--- src/rtl/cpu_pkg.sv ---
// Shared CPU definitions: branch opcode encodings and branch-resolve FSM states.
// Also holds the sizing of the squash down-counter, which must fit the largest SQUASH_CYC of 7.
package cpu_pkg;

    typedef enum logic [2:0] {
        BR_NONE = 3'b000,
        BR_BRZ  = 3'b001,
        BR_BRN  = 3'b010,
        BR_J    = 3'b011,
        BR_JR   = 3'b100
    } br_op_e;

    typedef enum logic [1:0] {
        ST_IDLE     = 2'd0,
        ST_REDIRECT = 2'd1,
        ST_SQUASH   = 2'd2
    } br_state_e;

    localparam int SQ_W = 3;

    // Reserved opcodes 101..111 behave as NONE and are not counted as branches.
    function automatic logic is_branch(input logic [2:0] op);
        return (op == BR_BRZ) || (op == BR_BRN) || (op == BR_J) || (op == BR_JR);
    endfunction

endpackage

--- src/rtl/branch_cond.sv ---
// Combinational taken evaluation for a branch against the architectural flags.
module branch_cond
    import cpu_pkg::*;
(
    input  logic [2:0] br_op,
    input  logic       flag_z,
    input  logic       flag_n,
    output logic       taken
);

    always_comb begin
        // NOTE: default assignment first so every path drives taken and no latch is inferred.
        taken = 1'b0;
        case (br_op)
            BR_BRZ:  taken = flag_z;
            BR_BRN:  taken = flag_n;
            BR_J:    taken = 1'b1;
            BR_JR:   taken = 1'b1;
            default: taken = 1'b0;
        endcase
    end

endmodule

--- src/rtl/branch_resolve.sv ---
// EX-stage branch resolution: flag register, redirect/flush sequencing FSM and
// saturating branch/taken counters. All outputs come straight from registers.
module branch_resolve
    import cpu_pkg::*;
#(
    parameter int XLEN       = 32,
    parameter int CNT_W      = 16,
    parameter int SQUASH_CYC = 2
) (
    input  logic             clk,
    input  logic             rst,
    input  logic             ex_valid,
    input  logic             ex_stall,
    input  logic             ex_setflags,
    input  logic             alu_z,
    input  logic             alu_n,
    input  logic [2:0]       br_op,
    input  logic [XLEN-1:0]  pc_target,
    input  logic [XLEN-1:0]  rs_val,
    output logic             redirect_valid,
    output logic [XLEN-1:0]  redirect_pc,
    output logic             flush,
    output logic             flag_z,
    output logic             flag_n,
    output logic [CNT_W-1:0] br_cnt,
    output logic [CNT_W-1:0] taken_cnt
);

    localparam logic [SQ_W-1:0] SQ_LOAD = SQ_W'(SQUASH_CYC - 1);

    br_state_e        r_state;
    logic [SQ_W-1:0]  r_sq_cnt;
    logic             r_redirect_valid;
    logic [XLEN-1:0]  r_redirect_pc;
    logic             r_flush;
    logic             r_flag_z;
    logic             r_flag_n;
    logic [CNT_W-1:0] r_br_cnt;
    logic [CNT_W-1:0] r_taken_cnt;
    logic             w_taken;

    // Conditions read the registered flags, so a setflags+branch instruction sees the old values.
    branch_cond u_branch_cond (
        .br_op  (br_op),
        .flag_z (r_flag_z),
        .flag_n (r_flag_n),
        .taken  (w_taken)
    );

    always_ff @(posedge clk or posedge rst) begin
        if (rst) begin
            r_state          <= ST_IDLE;
            r_sq_cnt         <= '0;
            r_redirect_valid <= 1'b0;
            r_redirect_pc    <= '0;
            r_flush          <= 1'b0;
            r_flag_z         <= 1'b0;
            r_flag_n         <= 1'b0;
            r_br_cnt         <= '0;
            r_taken_cnt      <= '0;
        end else if (!ex_stall) begin
            // NOTE: non-blocking assignments so every register samples pre-edge values.
            case (r_state)
                ST_IDLE: begin
                    if (ex_valid) begin
                        if (ex_setflags) begin
                            r_flag_z <= alu_z;
                            r_flag_n <= alu_n;
                        end
                        if (is_branch(br_op) && (r_br_cnt != '1))
                            r_br_cnt <= r_br_cnt + CNT_W'(1);
                        if (w_taken) begin
                            if (r_taken_cnt != '1)
                                r_taken_cnt <= r_taken_cnt + CNT_W'(1);
                            r_redirect_pc    <= (br_op == BR_JR) ? rs_val : pc_target;
                            r_redirect_valid <= 1'b1;
                            r_flush          <= 1'b1;
                            r_state          <= ST_REDIRECT;
                        end
                    end
                end
                ST_REDIRECT: begin
                    r_redirect_valid <= 1'b0;
                    if (SQUASH_CYC == 1) begin
                        r_flush <= 1'b0;
                        r_state <= ST_IDLE;
                    end else begin
                        r_sq_cnt <= SQ_LOAD;
                        r_state  <= ST_SQUASH;
                    end
                end
                ST_SQUASH: begin
                    if (r_sq_cnt <= SQ_W'(1)) begin
                        r_sq_cnt <= '0;
                        r_flush  <= 1'b0;
                        r_state  <= ST_IDLE;
                    end else begin
                        r_sq_cnt <= r_sq_cnt - SQ_W'(1);
                    end
                end
                default: begin
                    r_redirect_valid <= 1'b0;
                    r_flush          <= 1'b0;
                    r_state          <= ST_IDLE;
                end
            endcase
        end
    end

    assign redirect_valid = r_redirect_valid;
    assign redirect_pc    = r_redirect_pc;
    assign flush          = r_flush;
    assign flag_z         = r_flag_z;
    assign flag_n         = r_flag_n;
    assign br_cnt         = r_br_cnt;
    assign taken_cnt      = r_taken_cnt;

endmodule

--- config.mk ---
export PLATFORM = sky130hd
export DESIGN_NAME = branch_resolve
export DESIGN_NICKNAME = d
export VERILOG_FILES = /design/src/rtl/cpu_pkg.sv /design/src/rtl/branch_cond.sv /design/src/rtl/branch_resolve.sv
export SDC_FILE = /design/constraint.sdc
export NUM_CORES = 1
export LEC_CHECK = 0
export ABC_AREA = 1
export CAP_MARGIN = 20
export CORE_MARGIN = 1.5
export CORE_UTILIZATION = 50
export CTS_CLUSTER_SIZE = 40
export DETAILED_ROUTE_END_ITERATION = 12
export PLACE_DENSITY_LB_ADDON = 0.3
export SKIP_CTS_REPAIR_TIMING = 1
export SYNTH_ARGS = -nofsm -noshare
export SYNTH_HDL_FRONTEND = slang
export SYNTH_SLANG_ARGS = --single-unit
--- constraint.sdc ---
create_clock -name clk -period 4.49 [get_ports clk]
set_clock_uncertainty 0.2 [all_clocks]
set_input_delay 0.898 -clock clk [delete_from_list [all_inputs] [get_ports clk]]
set_output_delay 0.898 -clock clk [all_outputs]
set_load 0.01 [all_outputs]
==> flow_metrics.tcl <==
set metrics [dict create \
    outcome "complete, no violations" \
    drt-total-wl_mm 10.6 \
    detailed_place_hpwl_mm 7.65 \
    min_period_over_period_pct 67.8 \
    pin_count 142 \
    wire_per_inst_microns 13.8 \
    start_kind "input port" \
    std_cell_rows 33 \
    yosysWarnings 0 \
    first_iter_violations 181 \
    slew_headroom_pct 50.5 \
    worst_hold_slack_ns 0.286 \
    tritoncts "built" \
    initial_core_util_pct 51.5 \
    grt_pass1_wl_mm 17.2 \
    ys_types 32 \
    path_cells "clkdlybuf4s50_1 > buf_4 > o21bai_1 > a21oi_4 > nand2_2 > inv_1 > o21ai_4 > nand2_1 > nand2_1" \
    grt_usage_pct 24.6 \
    cp_max_fo 34 \
    portBuffers 141 \
    maxCapViolations 0 \
    power_density_nw_per_um2 436 \
    gp_congestion 0.839 \
    cts.clk_slew.worst_paths_ns 0.07 \
    clk_path_buf_depth 2 \
    synth_area_leader_cell "dfrtp_1" \
    syn-num-nets 606 \
    grt_start_max_net_pins 59 \
    ys.flop_type "dfrtp_1" \
    ys_seq_area_share_pct 43.4 \
    synth_top_area_share_pct 43.4 \
    cts_buffers 9 \
    critPathArrivalTime_ns 3.12 \
    synthCells 525 \
    leakagePower_nw 2.70 \
    syn_avg_cell_area_sq_um 8.02 \
    vias 4057 \
    tightestPinTransition_ns 0.742 \
    fmax_mhz 329 \
    drive_gt1_share_pct 9.65 \
    maxSlewViolCount 0 \
    dieHeight_microns 94.8 \
    required_ns 4.57 \
    clock_sinks 73 \
    first_pass_iters 5 \
    drc 0 \
    min_path_type "flop to flop" \
    htree_levels 3 \
    cts_root_buf "clkbuf_8" \
    synthArstFlopShare_pct 100 \
    gr-total-overflow 0 \
    nets 740 \
    die_x_microns 94.8 \
    die-area_sq_um 8980 \
    cp-end-kind "flop" \
    hold_violations 0 \
    core_sq_um 8180 \
    synth_seq_cells 73 \
    clk_latency_ns 0.35 \
    viasPerCell 5.28 \
    synthTopCellsByArea "dfrtp_1 (43%), nand2_1 (17%), o31ai_2 (8.3%)" \
    tns_ns 0 \
    grt_pass1_vias 3831 \
    synthesis.area_sq_um 4210 \
    period_needed_ns 3.04 \
    antenna_cells 0 \
    worst_path_largest_cell_delay_ns 0.48 \
    area_delta_synth_final_pct 39.0 \
    peakVddDrop_mv 0.242 \
    antenna_found_initial 0 \
    ant_nets 0 \
    setup_viol 0 \
    critPathKind "input port to flop" \
    synth-edff-count 0 \
    crit_top_cell "nand2_1" \
    rsz0062_at_grt "no" \
    crit_slowest_cell "nand2_2" \
]
## final timing paths
| check | startpoint | endpoint | slack [ns] | cells after the start |
|---|---|---|---|---|
| worst max-delay path | br_op[2] | taken_cnt[10] | 1.45 | 9 |
| worst min-delay path | redirect_pc[29] | redirect_pc[29] | 0.29 | 2 |
| worst max register to register | r_state[1] | taken_cnt[10] | 2.06 | 8 |
| worst min register to register | redirect_pc[29] | redirect_pc[29] | 0.29 | 2 |
| max in group asynchronous | rst | redirect_pc[7] | 2.41 | 3 |
| min in group asynchronous | rst | taken_cnt[13] | 0.63 | 2 |
## through the flow
stage	power [W]	setup slack, ns	utilization [%]	instances	cell area [sq um]
after detailed placement	0.00204	1.11	69.2	753	5660
after global routing	0.00271	1.27	71.6	768	5850
final	0.00255	1.45	71.6	768	5850
after global placement	0.00200	1.22	69.2	753	5660
after floorplan	0.00150	1.54	-	525	4210
after CTS	0.00256	1.46	71.6	768	5850
## area by class of cell
type                       instances  area [sq um]
timing repair buffer             146          1460
inverter                          36           135
clock buffer                      12           155
clock inverter                     3          40.0
sequential                        73          1830
fill                             632          2320
multi-input combinational        393          2100
tap                              105           131
## report_power, final
group	leakage, nW	internal (W)	total, W	switching (W)
registers	0.948	0.000853	0.000999	0.000146
logic	1.65	0.000560	0.00103	0.000469
clock network	0.102	0.000283	0.000521	0.000238
total	2.70	0.00170	0.00255	0.000853
## cells in the mapped netlist (5+ instances only)
| cell | n |
|---|---|
| nand2_1 | 187 |
| dfrtp_1 | 73 |
| nor2_1 | 53 |
| a21oi_1 | 36 |
| inv_1 | 35 |
| o31ai_2 | 28 |
| nand3_1 | 16 |
| nand4_1 | 12 |
| xnor2_1 | 10 |
| xor2_1 | 10 |
| clkbuf_1 | 9 |
| ha_1 | 7 |
| buf_6 | 6 |
| buf_2 | 5 |
| nand2_2 | 5 |
| o21ai_0 | 5 |
| o31ai_1 | 5 |
## placed cells by master (no fill, tap or decap), types with 2 or more instances in the layout
cell type | synthesis | layout
a21oi_1 | 36 | 36
buf_4 | 2 | 4
clkbuf_8 | 0 | 11
clkdlybuf4s50_1 | 0 | 141
clkinv_2 | 0 | 2
dfrtp_1 | 73 | 73
ha_1 | 7 | 7
inv_1 | 35 | 34
inv_2 | 1 | 2
nand2_1 | 187 | 187
nand2_2 | 5 | 5
nand3_1 | 16 | 16
nand4_1 | 12 | 12
nor2_1 | 53 | 53
nor2_2 | 3 | 3
nor2_4 | 2 | 2
nor3_1 | 3 | 3
nor3_2 | 2 | 2
o21ai_0 | 5 | 5
o21bai_1 | 2 | 2
o31ai_1 | 5 | 5
o31ai_2 | 28 | 28
xnor2_1 | 10 | 10
xor2_1 | 10 | 10
## cells by family after synthesis
group                    Yosys count  share of synthesized area [%]
AND/OR/NAND/NOR                  287                           28.3
AO/OA/AOI/OAI                     79                           15.4
flip-flops                        73                           43.4
buffers and inverters             59                           6.69
XOR/XNOR                          20                           4.16
adder cells (fa/ha/maj)            7                           2.08
## sequential cells by signal, indices dropped and copies added, names as in the netlist
register / count
r_state: 2
br_cnt: 16
redirect_valid: 1
taken_cnt: 16
flush: 1
flag_n: 1
redirect_pc: 32
r_sq_cnt: 3
flag_z: 1
## critical path, delay by kind of cell
kind	cells	cell delay, ns
buffers and inverters	3	0.95
and+or+nand+nor	3	0.66
AOI/OAI and AO/OA	3	0.59
## routing by layer
layer | global-route usage (%) | share of wire, % | up-vias
met3 | 6.76 | 8.3 | 21
met1 | 28.6 | 40 | 1919
met2 | 42.5 | 50 | 150
met5 | 0 | 0 | -
li1 | - | - | 1967
met4 | 10.3 | 1.8 | 0
No activity file was read; power rests on OpenSTA's default activity.
